==> src/rtl/cnn_pkg.sv <==
// Shared defaults and the saturation helper for the CNN datapath blocks.
package cnn_pkg;

   localparam int unsigned LANES_DEF = 4;
   localparam int unsigned DW_DEF    = 16;
   localparam int unsigned ACC_W_DEF = 40;
   localparam int unsigned PACK_DEF  = 4;
   localparam int unsigned DEPTH_DEF = 256;
   localparam int unsigned SHIFT_W   = 5;

   typedef enum logic [1:0] {SatNone, SatHigh, SatLow} sat_e;

   // Classifies a sign-extended value against the signed dw-bit range.
   function automatic sat_e sat_check(input logic signed [63:0] x, input int unsigned dw);
      logic signed [63:0] lim;
      lim = 64'sd1 <<< (dw - 1);
      if (x >= lim) return SatHigh;
      if (x < -lim) return SatLow;
      return SatNone;
   endfunction

endpackage

==> src/rtl/mac_tree.sv <==
// Two-stage multiply/adder tree: registered lane products, then their registered signed sum.
module mac_tree
   import cnn_pkg::*;
#(
   parameter int unsigned LANES = LANES_DEF,
   parameter int unsigned DW    = DW_DEF
) (
   input  logic                               clk,
   input  logic                               rst_n,
   input  logic                               en,
   input  logic [LANES*DW-1:0]                ifm_vec,
   input  logic [LANES*DW-1:0]                w_vec,
   output logic signed [2*DW+$clog2(LANES):0] sum
);
   localparam int unsigned PW = 2 * DW;
   localparam int unsigned SW = PW + $clog2(LANES) + 1;

   logic signed [PW-1:0] prod_d [LANES];
   logic signed [PW-1:0] prod_q [LANES];
   logic signed [SW-1:0] sum_d;
   logic signed [SW-1:0] sum_q;

   always_comb begin
      sum_d = '0;
      for (int i = 0; i < LANES; i++) begin
         prod_d[i] = PW'($signed(ifm_vec[(LANES-1-i)*DW +: DW]))
                   * PW'($signed(w_vec[(LANES-1-i)*DW +: DW]));
         sum_d = sum_d + SW'(prod_q[i]);
      end
   end

   always_ff @(posedge clk or negedge rst_n) begin
      if (!rst_n) begin
         for (int i = 0; i < LANES; i++) begin
            prod_q[i] <= '0;
         end
         sum_q <= '0;
      end else if (en) begin
         prod_q <= prod_d;
         sum_q  <= sum_d;
      end
   end

   assign sum = sum_q;

endmodule

==> src/rtl/mac_pack_engine.sv <==
// Pipelined MAC engine: accumulates per-neuron sums, shifts/saturates them and packs
// PACK results per output word with a wrapping buffer address.
module mac_pack_engine
   import cnn_pkg::*;
#(
   parameter int unsigned LANES = LANES_DEF,
   parameter int unsigned DW    = DW_DEF,
   parameter int unsigned ACC_W = ACC_W_DEF,
   parameter int unsigned PACK  = PACK_DEF,
   parameter int unsigned DEPTH = DEPTH_DEF
) (
   input  logic                     clk,
   input  logic                     rst_n,
   input  logic                     start,
   input  logic [SHIFT_W-1:0]       shift,
   input  logic                     in_valid,
   output logic                     in_ready,
   input  logic [LANES*DW-1:0]      ifm_vec,
   input  logic [LANES*DW-1:0]      w_vec,
   input  logic                     in_last,
   input  logic                     plane_last,
   output logic                     out_valid,
   input  logic                     out_ready,
   output logic [PACK*DW-1:0]       out_word,
   output logic [PACK-1:0]          out_wea,
   output logic [$clog2(DEPTH)-1:0] out_addr
);
   localparam int unsigned AW = $clog2(DEPTH);
   localparam int unsigned SW = 2 * DW + $clog2(LANES) + 1;
   localparam int unsigned IW = (PACK > 1) ? $clog2(PACK) : 1;

   logic                    stall;
   logic                    accept;
   logic                    v1_q, v2_q, v3_q;
   logic                    l1_q, l2_q, l3_q;
   logic                    p1_q, p2_q, p3_q;
   logic                    first_q;
   logic signed [SW-1:0]    tree_sum;
   logic signed [ACC_W-1:0] sum_ext;
   logic signed [ACC_W-1:0] acc_q;
   logic signed [ACC_W-1:0] shifted;
   logic [DW-1:0]           res;
   logic [PACK*DW-1:0]      pack_q, pack_d, word_q;
   logic [PACK-1:0]         wea_q, wea_d, out_wea_q;
   logic [IW-1:0]           idx_q, idx_d;
   logic                    full_q, full_d;
   logic                    out_valid_q;
   logic [AW-1:0]           addr_q;

   assign stall    = out_valid_q && !out_ready;
   assign in_ready = !stall || start;
   assign accept   = in_valid && !stall && !start;

   mac_tree #(
      .LANES (LANES),
      .DW    (DW)
   ) u_tree (
      .clk     (clk),
      .rst_n   (rst_n),
      .en      (!stall),
      .ifm_vec (ifm_vec),
      .w_vec   (w_vec),
      .sum     (tree_sum)
   );

   assign sum_ext = ACC_W'(tree_sum);

   always_comb begin
      shifted = acc_q >>> shift;
      res     = shifted[DW-1:0];
      case (sat_check(64'(shifted), DW))
         SatHigh: res = {1'b0, {(DW-1){1'b1}}};
         SatLow:  res = {1'b1, {(DW-1){1'b0}}};
         default: res = shifted[DW-1:0];
      endcase
   end

   // A full pack moves to the output register this cycle, so the next result lands in slot 0.
   always_comb begin
      int slot;
      pack_d = full_q ? '0 : pack_q;
      wea_d  = full_q ? '0 : wea_q;
      slot   = int'(idx_q);
      idx_d  = idx_q;
      full_d = 1'b0;
      if (v3_q && l3_q) begin
         pack_d[(PACK-1-slot)*DW +: DW] = res;
         wea_d[PACK-1-slot]             = 1'b1;
         if (slot == PACK - 1 || p3_q) begin
            full_d = 1'b1;
            idx_d  = '0;
         end else begin
            idx_d = IW'(slot + 1);
         end
      end
   end

   always_ff @(posedge clk or negedge rst_n) begin
      if (!rst_n) begin
         {v1_q, v2_q, v3_q, l1_q, l2_q, l3_q, p1_q, p2_q, p3_q} <= '0;
         first_q     <= 1'b1;
         acc_q       <= '0;
         pack_q      <= '0;
         wea_q       <= '0;
         idx_q       <= '0;
         full_q      <= 1'b0;
         out_valid_q <= 1'b0;
         word_q      <= '0;
         out_wea_q   <= '0;
         addr_q      <= '0;
      end else if (start) begin
         {v1_q, v2_q, v3_q, l1_q, l2_q, l3_q, p1_q, p2_q, p3_q} <= '0;
         first_q     <= 1'b1;
         acc_q       <= '0;
         pack_q      <= '0;
         wea_q       <= '0;
         idx_q       <= '0;
         full_q      <= 1'b0;
         out_valid_q <= 1'b0;
         addr_q      <= '0;
      end else if (!stall) begin
         v1_q <= accept;
         l1_q <= in_last;
         p1_q <= in_last && plane_last;
         v2_q <= v1_q;
         l2_q <= l1_q;
         p2_q <= p1_q;
         v3_q <= v2_q;
         l3_q <= l2_q;
         p3_q <= p2_q;
         if (v2_q) begin
            acc_q   <= first_q ? sum_ext : acc_q + sum_ext;
            first_q <= l2_q;
         end
         pack_q <= pack_d;
         wea_q  <= wea_d;
         idx_q  <= idx_d;
         full_q <= full_d;
         // Not stalled, so a valid word here is being accepted.
         if (out_valid_q) begin
            addr_q <= (addr_q == AW'(DEPTH - 1)) ? '0 : addr_q + 1'b1;
         end
         out_valid_q <= full_q;
         if (full_q) begin
            word_q    <= pack_q;
            out_wea_q <= wea_q;
         end
      end
   end

   assign out_valid = out_valid_q;
   assign out_word  = word_q;
   assign out_wea   = out_wea_q;
   assign out_addr  = addr_q;

endmodule

==> config.mk <==
export PLATFORM = sky130hd
export DESIGN_NAME = mac_pack_engine
export DESIGN_NICKNAME = d
export VERILOG_FILES = /design/src/rtl/cnn_pkg.sv /design/src/rtl/mac_tree.sv /design/src/rtl/mac_pack_engine.sv
export SDC_FILE = /design/constraint.sdc
export NUM_CORES = 2
export LEC_CHECK = 0
export ABC_AREA = 1
export BUFFER_PORTS_ARGS = -buffer_cell sky130_fd_sc_hd__buf_2
export CAP_MARGIN = 20
export CORE_MARGIN = 4
export CORE_UTILIZATION = 45
export CTS_CLUSTER_DIAMETER = 150
export DETAILED_ROUTE_END_ITERATION = 10
export PLACE_DENSITY_LB_ADDON = 0.05
export SLEW_MARGIN = 15
export SYNTH_ARGS = -nofsm -noshare
export SYNTH_HDL_FRONTEND = slang
export SYNTH_SLANG_ARGS = --single-unit
export TNS_END_PERCENT = 1
==> constraint.sdc <==
create_clock -name clk -period 11.44 [get_ports clk]
set_input_delay 2.86 -clock clk [delete_from_list [all_inputs] [get_ports clk]]
set_output_delay 2.86 -clock clk [all_outputs]
set_load 0.005 [all_outputs]
# ---- Yosys cells after proc, flatten, opt, wreduce, memory -nomap -nowiden
# Cells that the tools add are included.
dict set report word_totals {
  inputBits 140
  out_inout_bits 78
  reg_bits 361
}
dict set report classes {
  n_eq_ne 5
  magnitude_cmp 4
  n_reduce_logical 18
  bitwise_logic 3
  multipliers 4
  add_sub_neg 8
  shift 3
  n_mux 58
}
# operator n
set ops {}
lappend ops {{$mux W64} 4}
lappend ops {{$mux W40} 4}
lappend ops {{$mul A16 B16 Y32} 4}
lappend ops {{$bwmux W64} 1}
lappend ops {{$shift A16 B34 Y64 const A} 1}
lappend ops {{$shiftx A16 B34 Y64} 1}
lappend ops {{$add A40 B35 Y40} 1}
lappend ops {{$ge A40 B17 Y1 const B} 1}
lappend ops {{$lt A40 B16 Y1 const B} 1}
lappend ops {{$sshr A40 B5 Y40} 1}
lappend ops {{$add A35 B32 Y35} 1}
lappend ops {{$add A33 B32 Y34} 1}
lappend ops {{$neg A32 Y34} 1}
lappend ops {{$add A32 B32 Y33} 1}
lappend ops {{$ge A32 B1 Y1 const B} 1}
lappend ops {{$lt A32 B3 Y1 const B} 1}
lappend ops {{$mux W8} 4}
lappend ops {{$pmux W16 S2} 1}
lappend ops {{$mux W1} 31}
lappend ops {{$mux W2} 8}
lappend ops {{$mux W4} 4}
lappend ops {{$add A8 B1 Y8 const B} 1}
lappend ops {{$eq A8 B8 Y1 const B} 1}
lappend ops {{$logic_and A1 B1 Y1} 6}
lappend ops {{other kinds (13)} 22}

# ---- Depth between registers and ports, before layout
dict set report logic_depth {
  ltp_word 13
  ltp_mapped 31
  depth_no_buf 29
}

# ---- By module
# Synthesis repeated with hierarchy kept, for this count alone.
dict set report hier_totals {
  cells_unflattened 8629
  hier_area_um2 65187.5
}
# mod seq_area_each_um2 cells_per_inst n_inst area_each_um2
set modules_own_cells {}
lappend modules_own_cells {mac_tree 4078.9 6695 1 51688.3}
lappend modules_own_cells {mac_pack_engine 4956.0 1934 1 13499.2}

# ---- Least setup slack after synthesis
# No wires, ideal clock.
dict set report synth_timing {
  path_type {input to register}
  startpoint {input port w_vec[51]}
  endpoint {register u_tree.prod_q[125] (netlist bit)}
  slack_ps 3034
  arrival_ps 8324
  setup_ps 83
  cell_stages 22
  cell_sequence {clkbuf_1 > clkbuf_1 > nand2_1 > inv_1 > fa_1 > fa_1 > fa_1 > fa_1 > fa_1 > inv_1 > fa_1 > inv_1 > ha_1 > nand2_1 > nor4_1 > nand3_1 > nand3_1 > nand3_1 > nand2_1 > a31oi_1 > xor2_1 > o21ai_0}
}
dict set report synth_via {
  elab_chain_len 1
}
# item line_no
set synth_lines {}
lappend synth_lines {{start: declaration} mac_pack_engine.sv:19} ;# input logic [LANES*DW-1:0] w_vec,
lappend synth_lines {{$mul A16 B16 Y32} mac_tree.sv:27} ;# * PW'($signed(w_vec[(LANES-1-i)*DW +: DW]));
lappend synth_lines {{end signal: assignment} mac_tree.sv:39} ;# prod_q <= prod_d;
lappend synth_lines {{end: declaration} mac_tree.sv:19} ;# logic signed [PW-1:0] prod_q [LANES];
# Every way passes these cells.
# A chain may end at the register's enable or synchronous reset.

# ---- Worst setup path after layout
dict set report layout_timing {
  startpoint {input port w_vec[17]}
  endpoint {register u_tree.prod_q[61] (netlist bit)}
}
# Same word-level chain as after synthesis.

==> reports/results.tsv <==
stage	metric	value	unit
status	status	finished, final reports clean	
logic_synthesis	ys_ff_latch	361	
global_route	grt_start_max_net_pins	158	
timing	maxSlewViolCount	0	
critical_path	worstReg2RegEnd	u_tree.sum[30]$_DFFE_PN0N_	
cts	clock_sinks	361	
timing	fmax	0.120	GHz
timing	finalClockSkew	0.0563	ns
route	drt-wirelength-per-cell	16.8	µm
logic_synthesis	synth-simple-area-share	0.189	
route	vias	50600	
logic_synthesis	synth_top_area_share	0.340	
logic_synthesis	syn_inst	8236	
floorplanning	dieArea	148000	µm²
logic_synthesis	syn-num-nets	9899	
critical_path	cp-start-kind	input pin	
cells_and_area	stdcell_count	10100	
logic_synthesis	synth_ff_type	dfrtp_1	
cts	cts_setup_buffers	0	
timing	tightest_slew	1.07	ns
route	drc	0	
cts	cts_buffer_depth	3	
timing	setup_viol	0	
critical_path	crit_slowest_cell	fa_1	
cells_and_area	area_growth	5.99	%
placement	placed_cells	9982	
global_route	overflow	0	
logic_synthesis	postSynthAreaPerCell	7.74	µm²
logic_synthesis	synthXorXnorAreaFrac	0.0188	
logic_synthesis	async_reset_ff_frac	1.00	
critical_path	critPathKind	input pin to flop	
timing	fin_setup_tns	0	ns
min_path	hold_depth	2	
placement	globalplace.congestion	0.918	
critical_path	crit_fanout	16	
placement	dp_hpwl	138	mm
logic_synthesis	synth_edf_count	0	
cts	cts_inserted_buffers	45	
critical_path	r2r-start	u_tree.prod_q[33]$_DFFE_PN0N_	
cells_and_area	final_core_util	0.482	
min_path	hp-class	flop to flop	
logic_synthesis	synthMuxAreaShare	0.00921	
logic_synthesis	ys_seq_area_frac	0.142	
min_path	hold_end	out_word[11]$_DFFE_PN0P_	
global_route	grt_pass1_wl	283	mm
logic_synthesis	synthAdderAreaFrac	0.427	
cells_and_area	fin_nets	9819	
route	vias_per_cell	5.02	
cts	cts_resized	0	
floorplanning	ioPinCount	218	
route	wl_met3	6.25	mm
critical_path	crit_path_end_kind	flop	
cts	htree_levels	2	
flow_run	cap_violations	0	
logic_synthesis	yosys.area.top_type	fa_1	
logic_synthesis	syn_area	63700	µm²
route	highest_layer	met4	
route	drtPass1Iterations	7	
critical_path	ff2ff_path_depth	27	
critical_path	cp_common_cell	fa_1	
logic_synthesis	ys_top_cells_by_area	fa_1 34%, dfrtp_1 14%, nand2_1 13%	
timing	grt_setup_unrepaired	false	
cells_and_area	diodes	0	
route	drt_iter0_markers	3191	
route	antenna_left	0	
logic_synthesis	synth-compound-area-share	0.0760	
timing	hold_violations	0	
floorplanning	design.core.area	140000	µm²
logic_synthesis	yosys_warnings	0	
logic_synthesis	synth_top_family_by_area	adder cells	
cts	cts-hold-fix-buffers	0	
route	route.layer.met1.wl	78.2	mm
min_path	hp-start	out_word[11]$_DFFE_PN0P_	
floorplanning	start_util	0.455	
global_route	grt_pass1_vias	52600	
critical_path	required	11.94	ns
cts	clkTransAtPathRegs	0.06	ns
route	wl_met2	82.4	mm
cts	clock_latency	0.60	ns
timing	post-route-min-period	8.31	ns
critical_path	critPathArrivalTime	8.81	ns
route	drt_wl_total	169	mm
cts	cts_root_buf	clkbuf_16	
floorplanning	row_count	137	
global_route	antenna_found_initial	3	
placement	port_buffers	217	
cts	cts_tree	done	
timing	timing.slew.headroom	0.290	
critical_path	worst-r2r-setup-slack	5.73	ns
global_route	grt_usage	0.236	
cells_and_area	drive_above_1_share	0.0593	
floorplanning	fp.dieH	384	µm
floorplanning	die_x	384	µm
timing	period_share	0.726	
logic_synthesis	synth_cell_types	58	
critical_path	crit_path_max_incr_delay	0.88	ns
critical_path	crit_chain	buf_2, nand2_1, inv_1, fa_1, fa_1, fa_1, fa_1, fa_1, inv_1, fa_1, inv_1, ha_1, nand2_1, nor4_1, nand3_1, nand3_1, nand3_1, nand2_1, a31oi_1, xor2_1, o21ai_0	
cells_and_area	nFillCells	14100	
==> sequential cells by signal, summed over array words and instances, names as in the netlist, 2 cells and up <==
name	count
wea_q	4
out_addr	8
pack_q	64
u_tree.prod_q	128
u_tree.sum	35
out_wea	4
out_word	64
idx_q	2
acc_q	40
==> layer usage <==
metal  track usage  vias up
met4        0.0339        0
met2         0.404      994
met3        0.0140      148
li1              -    24400
met1         0.338    25000
met5             0        -
==> cell usage after synthesis (3+ instances only) <==
library cell  count
a22oi_1           7
buf_1            15
a22o_1            4
mux2_2           45
a21boi_0          6
o21ai_1          22
mux2i_1           8
nor3_1           28
buf_6             6
nand4_1          56
a21oi_1         300
or2_2           100
o21a_1           16
a221oi_1          5
inv_2             3
fa_1           1083
buf_4             5
o2111ai_1         4
and3_1            5
a31oi_1          50
o221ai_1          6
dfrtp_1         360
a211oi_1         11
a21o_1           23
nor2_1          285
nand2_2          15
buf_2            21
nor4_1            8
o21ai_0         335
nand2_1        2179
o21bai_1         18
xor2_1           65
o31ai_1           7
ha_1            440
inv_1          1947
o211ai_1         22
o22ai_1          21
clkinv_1          5
xnor2_1          72
nand3_1         290
clkbuf_1        315
==> worst max path at each step <==
stage                      from                        endpoint  slack (ns)  cells past startpoint
floorplan             w_vec[51]  u_tree.prod_q[125]$_DFFE_PN0N_        3.03                     22
global placement      w_vec[17]   u_tree.prod_q[61]$_DFFE_PN0N_        2.67                     21
detailed placement    w_vec[49]  u_tree.prod_q[127]$_DFFE_PN0N_        2.54                     21
CTS                   w_vec[49]  u_tree.prod_q[127]$_DFFE_PN0N_        3.18                     21
global route        ifm_vec[31]   u_tree.prod_q[63]$_DFFE_PN0N_        2.73                     21
finish                w_vec[17]   u_tree.prod_q[61]$_DFFE_PN0N_        3.13                     21
==> cells by family (layout without fill, tap and decap cells) <==
logic type,Yosys count,after routing
XOR/XNOR,137,137
multiplexers,53,53
AND/OR/NAND/NOR,2973,2973
adder cells (fa/ha/maj),1523,1523
AO/OA/AOI/OAI,870,870
flip-flops,361,361
buffers and inverters,2319,2275
==> per-stage QoR <==
| stage | hold WS [ns] | setup WS (ns) | instance area (µm²) |
|---|---|---|---|
| after floorplan | 0.450 | 3.03 | 63700 |
| after global placement | 0.460 | 2.67 | 65900 |
| after detailed placement | 0.468 | 2.54 | 65900 |
| after CTS | 0.484 | 3.18 | 67500 |
| after global routing | 0.501 | 2.73 | 67500 |
| final | 0.479 | 3.13 | 67500 |
==> area by class of cell <==
cell class                 instances  area, µm²  share of cell area
multi-input combinational       5556      45900               0.680
sequential                       361       9030               0.134
inverter                        1956       7350               0.109
tap                             1876       2350              0.0348
clock buffer                      63       1290              0.0192
timing repair buffer             236       1290              0.0191
clock inverter                    20        314             0.00465
==> cell usage in the layout (no fill, tap or decap), drive strengths merged, types with 23 or more instances in the layout <==
cell type / count
inv: 1955
nand3: 291
a31oi: 50
nor3: 28
xor2: 65
nor2: 285
or2: 101
ha: 440
a21o: 23
a21oi: 300
nand4: 56
o21ai: 358
xnor2: 72
dfrtp: 360
buf: 236
clkbuf: 63
nand2: 2195
mux2: 45
fa: 1083
==> worst max-delay path, delay by kind of cell <==
family	cells	cell delay, ns
and+or+nand+nor	7	1.24
xor gates and xnor gates	1	0.15
buffers and inverters	4	0.54
adders and majority gates	7	3.77
AOI/OAI and AO/OA	2	0.25
Power is left out: the tool's default activity adds up to more than one toggle a clock period on the data nets, which glitch-free logic cannot reach.
